--- config.mk ---
export PLATFORM = sky130hd
export DESIGN_NAME = uart_mmio
export DESIGN_NICKNAME = d
export VERILOG_FILES = /design/src/rtl/uart_mmio.sv
export SDC_FILE = /design/constraint.sdc
export NUM_CORES = 1
export LEC_CHECK = 0
export ABC_CLOCK_PERIOD_IN_PS = 8100
export BUFFER_PORTS_ARGS = -buffer_cell sky130_fd_sc_hd__buf_4
export CAP_MARGIN = 20
export CORE_MARGIN = 1.5
export CORE_UTILIZATION = 55
export DETAILED_ROUTE_END_ITERATION = 8
export GPL_TIMING_DRIVEN = 0
export PLACE_DENSITY = 0.87
export SYNTH_ARGS = -nofsm -noshare
export SYNTH_HDL_FRONTEND = slang
export SYNTH_SLANG_ARGS = --single-unit
--- constraint.sdc ---
create_clock -name clk -period 8.1 [get_ports clk]
set_clock_uncertainty 0.2 [all_clocks]
set_input_delay 1.62 -clock clk [delete_from_list [all_inputs] [get_ports clk]]
set_output_delay 1.62 -clock clk [all_outputs]
set_load 0.03 [all_outputs]
--- src/rtl/uart_mmio.sv ---
// uart_mmio: memory-mapped UART (TX FIFO + serializer, baud divisor, optional RX).
// Ports: clk, reset (sync, active-low), MemWrite/ALUResult/WriteData (core store bus),
//   ReadData/hit (combinational read path), tx (serial out), rx (serial in).
// Optional RX deserializer and its STATUS bits are compiled in with `define UART_RX_EN.
module uart_mmio #(
   parameter logic [31:0] BASE_ADDR    = 32'h0000_1000,
   parameter logic [15:0] CLKS_PER_BIT = 16'd434,
   parameter int          TX_DEPTH     = 4
) (
   input  logic        clk,
   input  logic        reset,
   input  logic        MemWrite,
   input  logic [31:0] ALUResult,
   input  logic [31:0] WriteData,
   output logic [31:0] ReadData,
   output logic        hit,
   output logic        tx,
   input  logic        rx
);

   localparam int AW = $clog2(TX_DEPTH);

   typedef enum logic [1:0] {S_IDLE, S_START, S_DATA, S_STOP} st_t;

   logic [1:0] idx;
   logic       wr, wr_tx, wr_rx, wr_st, wr_bd;

   assign hit   = ALUResult[31:4] == BASE_ADDR[31:4];
   assign idx   = ALUResult[3:2];
   assign wr    = MemWrite & hit;
   assign wr_tx = wr & (idx == 2'd0);
   assign wr_rx = wr & (idx == 2'd1);
   assign wr_st = wr & (idx == 2'd2);
   assign wr_bd = wr & (idx == 2'd3);

   logic unused_bits;
   assign unused_bits = ^{ALUResult[1:0], WriteData[31:16]};

   // baud divisor, clamped so half-bit timing never collapses
   logic [15:0] baud;
   always_ff @(posedge clk) begin
      if (!reset)
         baud <= CLKS_PER_BIT;
      else if (wr_bd)
         baud <= (WriteData[15:0] < 16'd4) ? 16'd4 : WriteData[15:0];
   end

   // TX FIFO, extra pointer bit distinguishes full from empty
   logic [7:0]  mem [TX_DEPTH];
   logic [AW:0] wp, rp;
   logic        full, empty, push, pop;
   logic [7:0]  head;

   assign empty = wp == rp;
   assign full  = (wp[AW] != rp[AW]) && (wp[AW-1:0] == rp[AW-1:0]);
   assign push  = wr_tx & ~full;
   assign head  = mem[rp[AW-1:0]];

   always_ff @(posedge clk) begin
      if (push)
         mem[wp[AW-1:0]] <= WriteData[7:0];
   end

   always_ff @(posedge clk) begin
      if (!reset) begin
         wp <= '0;
         rp <= '0;
      end else begin
         if (push)
            wp <= wp + 1'b1;
         if (pop)
            rp <= rp + 1'b1;
      end
   end

   // TX serializer
   st_t         ts;
   logic [15:0] tcnt, tdiv;
   logic [2:0]  tbit;
   logic [7:0]  tsh;
   logic        tend, busy;

   assign tend = tcnt == tdiv - 16'd1;
   assign busy = ts != S_IDLE;
   assign pop  = ~empty & ((ts == S_IDLE) | ((ts == S_STOP) & tend));

   always_ff @(posedge clk) begin
      if (!reset) begin
         ts   <= S_IDLE;
         tcnt <= '0;
         tdiv <= CLKS_PER_BIT;
         tbit <= '0;
         tsh  <= '0;
         tx   <= 1'b1;
      end else begin
         unique case (ts)
            S_IDLE: begin
               if (pop) begin
                  tsh  <= head;
                  tdiv <= baud;
                  tcnt <= '0;
                  tx   <= 1'b0;
                  ts   <= S_START;
               end
            end
            S_START: begin
               if (tend) begin
                  tcnt <= '0;
                  tbit <= '0;
                  tx   <= tsh[0];
                  tsh  <= tsh >> 1;
                  ts   <= S_DATA;
               end else
                  tcnt <= tcnt + 16'd1;
            end
            S_DATA: begin
               if (tend) begin
                  tcnt <= '0;
                  if (tbit == 3'd7) begin
                     tx <= 1'b1;
                     ts <= S_STOP;
                  end else begin
                     tx   <= tsh[0];
                     tsh  <= tsh >> 1;
                     tbit <= tbit + 3'd1;
                  end
               end else
                  tcnt <= tcnt + 16'd1;
            end
            S_STOP: begin
               if (tend) begin
                  tcnt <= '0;
                  // chain straight into the next frame when data waits
                  if (pop) begin
                     tsh  <= head;
                     tdiv <= baud;
                     tx   <= 1'b0;
                     ts   <= S_START;
                  end else
                     ts <= S_IDLE;
               end else
                  tcnt <= tcnt + 16'd1;
            end
            default: ts <= S_IDLE;
         endcase
      end
   end

   logic [7:0] rx_byte;
   logic       rx_valid, rx_ovr, rx_ferr;

`ifdef UART_RX_EN
   logic        rs1, rs2;
   st_t         rs;
   logic [15:0] rcnt, rdiv;
   logic [2:0]  rbit;
   logic [7:0]  rsh;
   logic        rhalf, rend, rok, rbad;

   assign rhalf = rcnt == (rdiv >> 1) - 16'd1;
   assign rend  = rcnt == rdiv - 16'd1;
   assign rok   = (rs == S_STOP) & rend & rs2;
   assign rbad  = (rs == S_STOP) & rend & ~rs2;

   always_ff @(posedge clk) begin
      if (!reset) begin
         rs1 <= 1'b1;
         rs2 <= 1'b1;
      end else begin
         rs1 <= rx;
         rs2 <= rs1;
      end
   end

   always_ff @(posedge clk) begin
      if (!reset) begin
         rs      <= S_IDLE;
         rcnt    <= '0;
         rdiv    <= CLKS_PER_BIT;
         rbit    <= '0;
         rsh     <= '0;
         rx_byte <= '0;
      end else begin
         unique case (rs)
            S_IDLE: begin
               if (!rs2) begin
                  rdiv <= baud;
                  rcnt <= '0;
                  rs   <= S_START;
               end
            end
            S_START: begin
               if (rhalf) begin
                  rcnt <= '0;
                  rbit <= '0;
                  // still high at mid-start: a glitch, not a frame
                  rs   <= rs2 ? S_IDLE : S_DATA;
               end else
                  rcnt <= rcnt + 16'd1;
            end
            S_DATA: begin
               if (rend) begin
                  rcnt <= '0;
                  rsh  <= {rs2, rsh[7:1]};
                  if (rbit == 3'd7)
                     rs <= S_STOP;
                  else
                     rbit <= rbit + 3'd1;
               end else
                  rcnt <= rcnt + 16'd1;
            end
            S_STOP: begin
               if (rend) begin
                  rcnt <= '0;
                  if (rs2)
                     rx_byte <= rsh;
                  rs <= S_IDLE;
               end else
                  rcnt <= rcnt + 16'd1;
            end
            default: rs <= S_IDLE;
         endcase
      end
   end

   // a completing byte beats a concurrent clear
   always_ff @(posedge clk) begin
      if (!reset) begin
         rx_valid <= 1'b0;
         rx_ovr   <= 1'b0;
         rx_ferr  <= 1'b0;
      end else begin
         rx_valid <= rok | (rx_valid & ~wr_rx);
         rx_ovr   <= (rok & rx_valid & ~wr_rx)
                   | (rx_ovr & ~(wr_st & WriteData[4]));
         rx_ferr  <= rbad | (rx_ferr & ~(wr_st & WriteData[5]));
      end
   end
`else
   logic unused_rx;
   assign unused_rx = rx ^ wr_rx ^ wr_st;
   assign rx_byte   = '0;
   assign rx_valid  = 1'b0;
   assign rx_ovr    = 1'b0;
   assign rx_ferr   = 1'b0;
`endif

   logic [31:0] rdata;
   always_comb begin
      rdata = '0;
      unique case (idx)
         2'd0: rdata = '0;
         2'd1: rdata = {24'b0, rx_byte};
         2'd2: rdata = {26'b0, rx_ferr, rx_ovr, rx_valid, busy, empty, full};
         2'd3: rdata = {16'b0, baud};
         default: rdata = '0;
      endcase
   end

   assign ReadData = hit ? rdata : '0;

endmodule

==> impl_results.md <==
- Outcome: complete, no violations
- Die area: 0.01054 mm^2
- Final wirelength: 13.25 mm
- Via density: 5.782
- Max frequency: between 150 and 200 MHz
- Synth warn: 0
- Core area: roughly 0.0097 mm^2
- Clock-pin transition on the worst setup and hold timing paths: 100 ps
- TritonCTS buffer count: 9
- Count of input and output buffers: 63
- Peak VDD IR: 0.0001222 V
- Initial antenna violation count: 0
- P&R area growth vs syn: 16.40%
- Clk buf depth: 2
- Post-CTS setup buffer count: 0
- DPL Wire Length: 9.889 mm
- Die H: 102.7 um
- Io pins: 102
- Number of flops mapped to enable cells by yosys: 32
- GRT overflow: 0
- Synth Area in Compound Gates: 0.1218
- Cell Area, Synth: 0.005464 mm^2
- Clk sinks: around 100
- DRT Pass-1 Iters: 7
- Share of cells above drive strength 1: 0.2075
- Std cell rows: 36
- Slew @ Worst Pin: 754.6 ps
- Initial Util: 0.5642
- Hold Vio Cnt, Final: 0
- Hold slack: 275.9 ps
- WP data required: 6280 ps
- Xor and xnor area share after synthesis: 0.04168
- Area leader, netlist: dfxtp_1
- Diodes inserted: 0
- Startpoint types: input port
- Vias: 4643
- Period utilization: 0.6739
- Mux share of post-synthesis cell area: 0.08060
- Final Max Tran Viols: 0
- Post-synth top cells: dfxtp_1 (70), nand2_1 (58), nor2_1 (51), nand3_1 (40), edfxtp_1 (32)
- Antenna-violating nets left: 0
- H-tree depth reported by CTS: 3
- Post-synth top area share: 0.2565
- Largest net degree at the start of global routing: 22
- Max-cap violations: 0
- Die X: 102.7 um
- Max FO, Critical Path: 10
- Worst hold path class: reg -> reg
- Final min period: 5459 ps
- PD cells: 192.2 mW/mm^2
- Worst-Skew Late Latency: approximately 380 ps
- Simple-Gate Fraction of Synth Area: 0.2285
- Lkg Pwr: 2.443 nW
- Critical Path AT: 3640 ps
- CP Capture Type: primary output
- Post-Synthesis Cells: 576
- Synth area leaders: dfxtp_1 (26%), edfxtp_1 (18%), nand2_1 (4.0%), nand3_1 (3.7%), nor2_1 (3.5%)
- Largest family of logic cells by synthesized area: simple AND/OR/NAND/NOR gates
- Final setup vio count: 0
- Vias in the first global route: around 4500
- Synth Area in Adders: 0.03206
- Post-cts sizing count: 0
- First-pass GRT wire length: 21.28 mm
- Post-Syn Area per Cell: 9.486 um^2
- RSZ-0062 raised after global routing: false
- Root buf cell: clkbuf_8
- Synth async-reset ratio: 0
- Top-count cell post-synth: dfxtp_1
- Setup TNS: 0 ps
- GRT Overall Usage: 0.2641
- Yosys reg bits: 102
- Top FF cell, synth: dfxtp_1
- 1st-iter DRT viols: 268
- Post-CTS Hold Buffers: 0
- Slew HR: 0.4931
- CTS tree: built
- Kind of critical path: in -> out
- DR DRC count: 0
- Wire per inst: 16.50 um
- Final net count: 747
- Seq/Total Area, Yosys: 0.4323
- RePlAce Congestion: between 0.9 and 1
- Yosys cell types: 65
==> through the flow <==
| step | worst slack (ps) | power, mW | instance area [um^2] | cells | utilization |
|---|---|---|---|---|---|
| floorplan | 2680 | 0.8200 | 5520 | 591 | - |
| global route | 2455 | 1.277 | 6360 | 803 | 0.6567 |
| detailed placement | 2663 | 0.9010 | 6160 | 787 | 0.6360 |
| global placement | 2727 | 0.8860 | 6160 | 787 | 0.6360 |
| finish | 2641 | 1.222 | 6360 | 803 | 0.6567 |
| CTS | 2666 | 1.221 | 6360 | 803 | 0.6567 |
==> metal layers <==
layer	part of all wire	wire length (um)	GRT usage
met1	0.41	5429	0.3230
met2	0.51	6710	0.4702
met3	0.063	836	0.05017
met4	0.020	269	0.08535
met5	0	0	0
==> layout make-up <==
cell class,count,area [um^2]
Tap cell,133,166.4
Multi-Input combinational cell,423,2818
Inverter,15,56.30
Clock buffer,9,123.9
Fill cell,745,3324
Sequential cell,102,2362
Clock inverter,7,76.32
Buffer,51,284.0
Timing Repair Buffer,63,473.0
==> critical path, cell delays in order <==
cell      delay (ps)
buf_4            110
nor4_1           300
nand4_1          130
nor2_1           230
and3_1           210
clkbuf_1         340
clkbuf_1         340
and2_1           200
buf_4            160
==> path summary, 6_finish.rpt <==
path         cells after the start            to  slack (ps)          from
max                              9  ReadData[10]        2640  ALUResult[6]
min                              2        tsh[2]         280        tsh[2]
max reg2reg                     11      tdiv[14]        4410       tdiv[0]
min reg2reg                      2        tsh[2]         280        tsh[2]
==> sequential cells by signal, summed over array words and instances, names as in the netlist, named ones only <==
signal	count
baud	16
mem	32
rp	3
tbit	3
tcnt	16
tdiv	16
ts	2
tsh	8
tx	1
wp	3
==> layout by cell type, fill, tap and decap left out, types with 6 or more instances in the layout <==
master | netlist | routed
buf_4 | 16 | 79
dfxtp_1 | 70 | 70
nand2_1 | 58 | 58
nor2_1 | 51 | 51
nand3_1 | 40 | 40
edfxtp_1 | 32 | 32
clkbuf_1 | 29 | 29
a21oi_1 | 22 | 22
o21ai_0 | 22 | 22
and2_1 | 20 | 20
xnor2_1 | 18 | 18
mux2i_1 | 17 | 17
conb_1 | 1 | 16
inv_1 | 15 | 15
nor4_1 | 15 | 15
nor3_1 | 15 | 15
ha_1 | 14 | 14
clkbuf_8 | 0 | 9
xor2_1 | 8 | 8
o22ai_1 | 8 | 8
mux2_2 | 8 | 8
o311ai_0 | 8 | 8
mux4_2 | 8 | 8
nand4_1 | 6 | 6
and3_1 | 6 | 6
==> power breakdown <==
part           leakage, nW  internal [mW]  switching, mW
sequential           0.853          0.551         0.0209
clock                0.103          0.125          0.201
combinational         1.49          0.138          0.187
total                 2.44          0.814          0.409
==> cells by family after synthesis <==
family,count (synthesis)
xor gates and xnor gates,26
buffers and inverters,66
and+or+nand+nor,240
DFF,102
muxes,33
AOI/OAI and AO/OA,94
adders and majority gates,14
other,1
Note: power is estimated with default switching activity, not from simulation.
